$ cat src/rtl/ifu_prefetch.sv
// Instruction prefetch unit: streams sequential fetches from an instruction ROM
// into a small buffer and presents the head to decode with a valid/ready handshake.
// A redirect flushes the buffer and restarts fetching from the new target.
// Optional feature macro IFU_STAT_EN adds the fetch_cnt port (accepted handshakes).
module ifu_prefetch #(
    parameter logic [31:0] RESET_PC = 32'h0000_0000,
    parameter int unsigned DEPTH    = 2
) (
    input  logic        clk,
    input  logic        rst,
    output logic        rom_req,
    output logic [31:0] rom_addr,
    input  logic [31:0] rom_data,
    input  logic        jump_en,
    input  logic [31:0] jump_addr,
    output logic        if_valid,
    input  logic        if_ready,
    output logic [31:0] if_inst,
    output logic [31:0] if_pc
`ifdef IFU_STAT_EN
    ,
    output logic [31:0] fetch_cnt
`endif
);

    localparam int unsigned PTR_W = $clog2(DEPTH);
    localparam int unsigned CNT_W = $clog2(DEPTH + 1);
    localparam logic [CNT_W:0] DEPTH_C = (CNT_W + 1)'(DEPTH);
    localparam logic [31:0] NOP = 32'h0000_0013;

    typedef enum logic [1:0] {S_IDLE, S_FETCH, S_REDIR} state_t;

    state_t             state_q, state_d;
    logic [31:0]        pc_q, pc_d;
    logic [CNT_W-1:0]   cnt_q, cnt_d;
    logic [PTR_W-1:0]   rd_q, rd_d;
    logic [PTR_W-1:0]   wr_q, wr_d;
    logic               infl_q, infl_d;
    logic [31:0]        infl_addr_q, infl_addr_d;
    logic [31:0]        fifo_inst_q [DEPTH];
    logic [31:0]        fifo_pc_q   [DEPTH];

    logic               jump;
    logic               pop;
    logic               push;
    logic [CNT_W:0]     occ;

    // Redirects are only honoured once the unit has left idle.
    assign jump = jump_en && (state_q != S_IDLE);
    assign pop  = if_valid && if_ready;
    // A response arriving in a redirect cycle belongs to the old stream.
    assign push = infl_q && !jump;
    assign occ  = {1'b0, cnt_q} + {{CNT_W{1'b0}}, infl_q};

    // Output decode: request gating on occupancy, head of buffer to decode.
    always_comb begin
        rom_req  = 1'b0;
        if (state_q == S_FETCH && !jump) begin
            rom_req = (occ < DEPTH_C) || ((occ == DEPTH_C) && pop);
        end
        rom_addr = pc_q;
        if_valid = (cnt_q != '0) && (state_q != S_REDIR);
        if_inst  = fifo_inst_q[rd_q];
        if_pc    = fifo_pc_q[rd_q];
    end

    // Next-state: FSM, fetch PC, buffer pointers/count and in-flight tracking.
    always_comb begin
        state_d     = state_q;
        pc_d        = pc_q;
        cnt_d       = cnt_q;
        rd_d        = rd_q;
        wr_d        = wr_q;
        infl_d      = rom_req;
        infl_addr_d = rom_req ? pc_q : infl_addr_q;

        case (state_q)
            S_IDLE:  state_d = S_FETCH;
            S_FETCH: if (jump) state_d = S_REDIR;
            S_REDIR: state_d = jump ? S_REDIR : S_FETCH;
            default: state_d = S_IDLE;
        endcase

        if (rom_req) begin
            pc_d = pc_q + 32'd4;
        end

        if (jump) begin
            pc_d  = jump_addr & 32'hFFFF_FFFC;
            cnt_d = '0;
            rd_d  = '0;
            wr_d  = '0;
        end else begin
            if (push) wr_d = wr_q + PTR_W'(1);
            if (pop)  rd_d = rd_q + PTR_W'(1);
            if (push && !pop) cnt_d = cnt_q + CNT_W'(1);
            if (pop && !push) cnt_d = cnt_q - CNT_W'(1);
        end
    end

    // Control state registers.
    always_ff @(posedge clk or negedge rst) begin
        if (!rst) begin
            state_q     <= S_IDLE;
            pc_q        <= RESET_PC;
            cnt_q       <= '0;
            rd_q        <= '0;
            wr_q        <= '0;
            infl_q      <= 1'b0;
            infl_addr_q <= RESET_PC;
        end else begin
            state_q     <= state_d;
            pc_q        <= pc_d;
            cnt_q       <= cnt_d;
            rd_q        <= rd_d;
            wr_q        <= wr_d;
            infl_q      <= infl_d;
            infl_addr_q <= infl_addr_d;
        end
    end

    // Buffer storage; reset contents give the NOP/RESET_PC head values in reset.
    always_ff @(posedge clk or negedge rst) begin
        if (!rst) begin
            for (int i = 0; i < DEPTH; i++) begin
                fifo_inst_q[i] <= NOP;
                fifo_pc_q[i]   <= RESET_PC;
            end
        end else if (push) begin
            fifo_inst_q[wr_q] <= rom_data;
            fifo_pc_q[wr_q]   <= infl_addr_q;
        end
    end

`ifdef IFU_STAT_EN
    logic [31:0] stat_q;

    // Count accepted handshakes, including one coinciding with a redirect.
    always_ff @(posedge clk or negedge rst) begin
        if (!rst) begin
            stat_q <= '0;
        end else if (pop) begin
            stat_q <= stat_q + 32'd1;
        end
    end

    assign fetch_cnt = stat_q;
`endif

endmodule
$ cat config.mk
export PLATFORM = sky130hd
export DESIGN_NAME = ifu_prefetch
export DESIGN_NICKNAME = d
export VERILOG_FILES = /design/src/rtl/ifu_prefetch.sv
export SDC_FILE = /design/constraint.sdc
export NUM_CORES = 1
export LEC_CHECK = 0
export ABC_CLOCK_PERIOD_IN_PS = 3100
export BUFFER_PORTS_ARGS = -buffer_cell sky130_fd_sc_hd__buf_4
export CAP_MARGIN = 25
export CORE_UTILIZATION = 45
export CTS_CLUSTER_SIZE = 24
export DETAILED_ROUTE_END_ITERATION = 7
export GPL_ROUTABILITY_DRIVEN = 0
export PLACE_DENSITY = 0.79
export RECOVER_POWER = 50
export SYNTH_ARGS = -nofsm -noshare
export SYNTH_HDL_FRONTEND = slang
export SYNTH_SLANG_ARGS = --single-unit
$ cat constraint.sdc
create_clock -name clk -period 3.1 [get_ports clk]
set_input_delay 0.93 -clock clk [delete_from_list [all_inputs] [get_ports clk]]
set_output_delay 0.93 -clock clk [all_outputs]
set_load 0.1 [all_outputs]
# Yosys cells after proc, flatten, opt, wreduce, memory -nomap -nowiden
# Cells that the tools add are included.
# word_totals
output_inout_bits	98
latchBits	0
word_cells	71
rom_bits	0
ram_bits	0
memories	0
ff_bits	199
# op_classes
n_div	0
addsub	6
n_lt_le_gt_ge	4
n_reduce_logical	20
n_eq_ne	5
bitwise_logic	2
n_shift	0
mul	0
mux	23
# ops
op	n
32-bit two-way mux	9
64-bit bitwise mux	2
32-bit by 3-bit adder with 32-bit output (second input constant)	1
32-bit demux with 1-bit select	1
2-bit two-way mux	5
2-bit nonzero test	5
1-bit logical AND	9
2-bit one-hot mux with 3 select lines	1
1-bit two-way mux	5
2-bit greater-or-equal comparator (second input constant)	2
2-bit != test (second input constant)	2
1-bit NOT with 2-bit output	2
2-bit by 1-bit adder with 3-bit output	1
3-bit by 2-bit equality test with 1-bit output (second input constant)	1
1-bit logical NOT	3
3-bit by 2-bit less-than comparator with 1-bit output (second input constant)	1
3-bit nonzero test	1
1-bit adder (second input constant)	2
2-bit by 1-bit adder with 2-bit output (second input constant)	1
2-bit by 1-bit equality test with 1-bit output (second input constant)	1
2-bit equality test (second input constant)	1
2-bit logical NOT	1
2-bit by 1-bit less-than comparator with 1-bit output (second input constant)	1
2-bit by 1-bit subtractor with 2-bit output (second input constant)	1
1-bit logical OR	1

# Depth between registers and ports, before layout
# logic_depth
ltp_word	8
ltp_mapped	10

# Least setup slack after synthesis
# No wires, ideal clock.
# synth_timing
path_type	register -> output
start	reg cnt_q[0]
end	out rom_req
arrival_ps	2705
path_buffers	1
path_stages_with_launch	9
path_slack_ps	-535
required_time_ps	2170
path_cell_list	dfrtp_1 > ha_1 > inv_1 > ha_1 > nor3b_1 > a41o_1 > nand2_1 > inv_1 > buf_1
# synth_between
elab_chain_len	6
word_cells_on_any_way	9
classes_between	add/sub: 1; order compare: 1; eq/ne: 1; mux: 1; reduce/logical: 5
# synth_lines
item	line_no	text
from (decl)	35	logic [CNT_W-1:0] cnt_q, cnt_d;
from (signal assigned)	114	cnt_q <= cnt_d;
parallel branches: the longest is 4 deep, another holds 2-bit by 1-bit adder with 3-bit output	-	
1-bit logical OR (*)	59	rom_req = (occ < DEPTH_C) || ((occ == DEPTH_C) && pop);
1-bit two-way mux (*)	58	if (state_q == S_FETCH && !jump) begin
to (decl)	11	output logic rom_req,
# Mark *: on every way between the ends.

# Final worst setup path
# Same ends and word-level chain as after synthesis.

==> flow_metrics.tcl <==
set metrics [dict create \
    outcome "finished, violations left" \
    violations "max-capacitance violations, max-slew violations" \
    pin_count 166 \
    grt_pass1_wl_microns 32100 \
    postLayoutCellArea_sq_mm 0.0108 \
    syn_area_sq_mm 0.00863 \
    ys_async_sr_fraction_pct 100 \
    wl_per_cell_microns 17.4 \
    synth.distinct_cells 47 \
    numClockSinks 191 \
    end_kind "primary output" \
    slew_headroom_pct -11.2 \
    ys.flop_type "dfrtp_1" \
    drive_gt1_share_pct 47.5 \
    tightestPinTransition_ps 1670 \
    ant_nets 0 \
    grt.overflow.total 0 \
    setup.worst_path.start "cnt_q[0]" \
    r2r-end "fifo_inst_q[17]" \
    synth_edf_count 0 \
    finalSetupViolations 0 \
    cts_tree "done" \
    yosysTopAreaCell "dfrtp_1" \
    min_path_type "reg -> reg" \
    hold_violations 0 \
    routed_via_density 5.39 \
    critPathCapture "rom_req" \
    first_pass_iters 4 \
    core-area_sq_mm 0.0188 \
    drc 0 \
    die_h_microns 140 \
    fin_setup_tns_ps 0 \
    yosys_register_bits 191 \
    nets 945 \
    drt_wl_total_microns 19500 \
    cts_buffer_depth 2 \
    fillCellCount 1564 \
    crit_type "reg -> out" \
    route.vias.total 6040 \
    finalCritPeriodShare_pct 97.5 \
    htree_num_levels 4 \
    placedCellCount 1085 \
    diodes 0 \
    placed_cell_area_sq_mm 0.0102 \
    clk_latency_ps 430 \
    cts_root_buf "clkbuf_16" \
    synthToLayoutAreaGrowth_pct 24.7 \
    ys_seq_area_share_pct 55.5 \
    arrival_ps 2090 \
    fin_crit_ps 3020 \
    track_usage_pct 20.8 \
    drtIter0Drc 300 \
    critPathMaxFanout 5 \
    grt_pass1_vias 6273 \
    io_buffers 159 \
    start_kind "register" \
    path_clk_slew_ps 70 \
    cts_buffers 17 \
    initial_core_util_pct 46.0 \
    yosys.area.top_type_share_pct 53.7 \
    fin_cells 1120 \
    rows 50 \
    reg2reg_slack_ps 360 \
    postSynthAreaPerCell_sq_um 12.2 \
    grt_antenna_before_repair 0 \
    ys_top_cells_by_area "dfrtp_1 (54%), mux2_2 (24%), nand2_1 (5.0%)" \
    syn_inst 707 \
    fmax_mhz 331 \
    drv_cap 1 \
    dp_hpwl_microns 13100 \
    required_ps 2170 \
    clock-skew-final_ps 11.1 \
    min_path_cells 2 \
    r2r_cells 4 \
    fp.dieW_microns 140 \
    drv_slew 68 \
    ys.warnings.count 0 \
    reg2reg_from "state_q[1]" \
    grt_max_degree 68 \
    die_area_sq_mm 0.0197 \
]
## per-stage QoR
step | setup slack, ps | util (%) | hold slack [ps]
finish | 78.3 | 57.3 | 502
global route | -24.1 | 57.3 | 513
CTS | 47.0 | 57.6 | 503
detailed placement | 195 | 54.5 | 487
global placement | 208 | 54.5 | 481
floorplan | 1.84 | - | 459
## layout make-up
type	count	area [sq um]	share of cell area [%]
flip-flops and latches	191	4790	44.5
multi-input cells	473	3680	34.2
repair buffers	185	1420	13.1
clock buffers	21	450	4.19
well taps	234	293	2.72
clock inverters	11	110	1.02
inverters	5	21.3	0.198
## synth_stat cells, types with 2 or more instances
| master | instances |
|---|---|
| a21oi_1 | 7 |
| a221o_1 | 6 |
| a31oi_1 | 4 |
| and2_1 | 2 |
| buf_1 | 7 |
| buf_4 | 4 |
| clkbuf_1 | 28 |
| dfrtp_1 | 185 |
| dfstp_2 | 6 |
| ha_1 | 4 |
| inv_1 | 5 |
| mux2_2 | 186 |
| nand2_1 | 114 |
| nand2b_1 | 2 |
| nand3_1 | 15 |
| nand4_1 | 7 |
| nor2_1 | 22 |
| nor3_1 | 14 |
| nor4_1 | 6 |
| nor4b_2 | 4 |
| o21ai_0 | 19 |
| o21ai_1 | 6 |
| or2_2 | 2 |
| or3_1 | 9 |
| xnor2_1 | 17 |
| xor2_1 | 5 |
## registers in the layout, indices dropped and copies added, names as in the netlist
name	cells
infl_q	1
fifo_inst_q	64
infl_addr_q	30
wr_q	1
fifo_pc_q	60
cnt_q	2
rd_q	1
rom_addr	30
state_q	2
## kinds of logic (layout without fill, tap and decap cells)
| logic type | Yosys count | in the layout | synth area share, % |
|---|---|---|---|
| xor+xnor | 22 | 22 | 2.23 |
| buf+inv | 46 | 222 | 2.28 |
| simple gates | 205 | 205 | 11.3 |
| compound gates | 51 | 51 | 3.68 |
| mux | 187 | 187 | 24.4 |
| other cells | 1 | 4 | 0.0435 |
| fa+ha+maj | 4 | 4 | 0.580 |
| flops | 191 | 191 | 55.5 |
## worst max-delay path, cell delays in order (launching register included)
cell     delay (ps)
dfrtp_1         370
ha_2            190
inv_1            50
ha_1            270
nor3b_2         190
a41o_1          210
nand2_2          90
inv_4           100
buf_12          180
## what timing repair did
action,in CTS,in global routing
gates cloned,0,0
gates resized for setup,5,3
hold buffers,0,0
buffers inserted,1,2
pin swaps,0,1
setup endpoints to repair,1,1
endpoints found under the hold margin,0,0
## cell usage in the layout, fill, tap and decap left out, types with 7 or more instances in the layout
cell type  count
a21oi_1        7
buf_4        176
clkbuf_16     17
dfrtp_1      184
mux2_2       185
nand2_1      113
nand3_1       15
nand4_1        7
nor2_1        21
nor3_1        14
o21ai_0       19
or3_1          9
xnor2_1       17
## how the worst min path moves through the flow
stage,start,endpoint,slack (ps)
final,infl_addr_q[16],infl_addr_q[16],500
after global routing,fifo_inst_q[19],fifo_inst_q[19],510
after CTS,infl_addr_q[16],infl_addr_q[16],500
after detailed placement,infl_addr_q[16],infl_addr_q[16],490
after global placement,infl_addr_q[21],infl_addr_q[21],480
after floorplan,infl_addr_q[11],infl_addr_q[11],460
## routing by layer
layer	track usage, %	wire (microns)
met5	0	0
met4	8.01	384
met3	5.09	1120
met2	33.4	9340
met1	27.3	8690
Power is left out: the tool's default activity adds up to more than one toggle a clock period on the data nets, which glitch-free logic cannot reach.
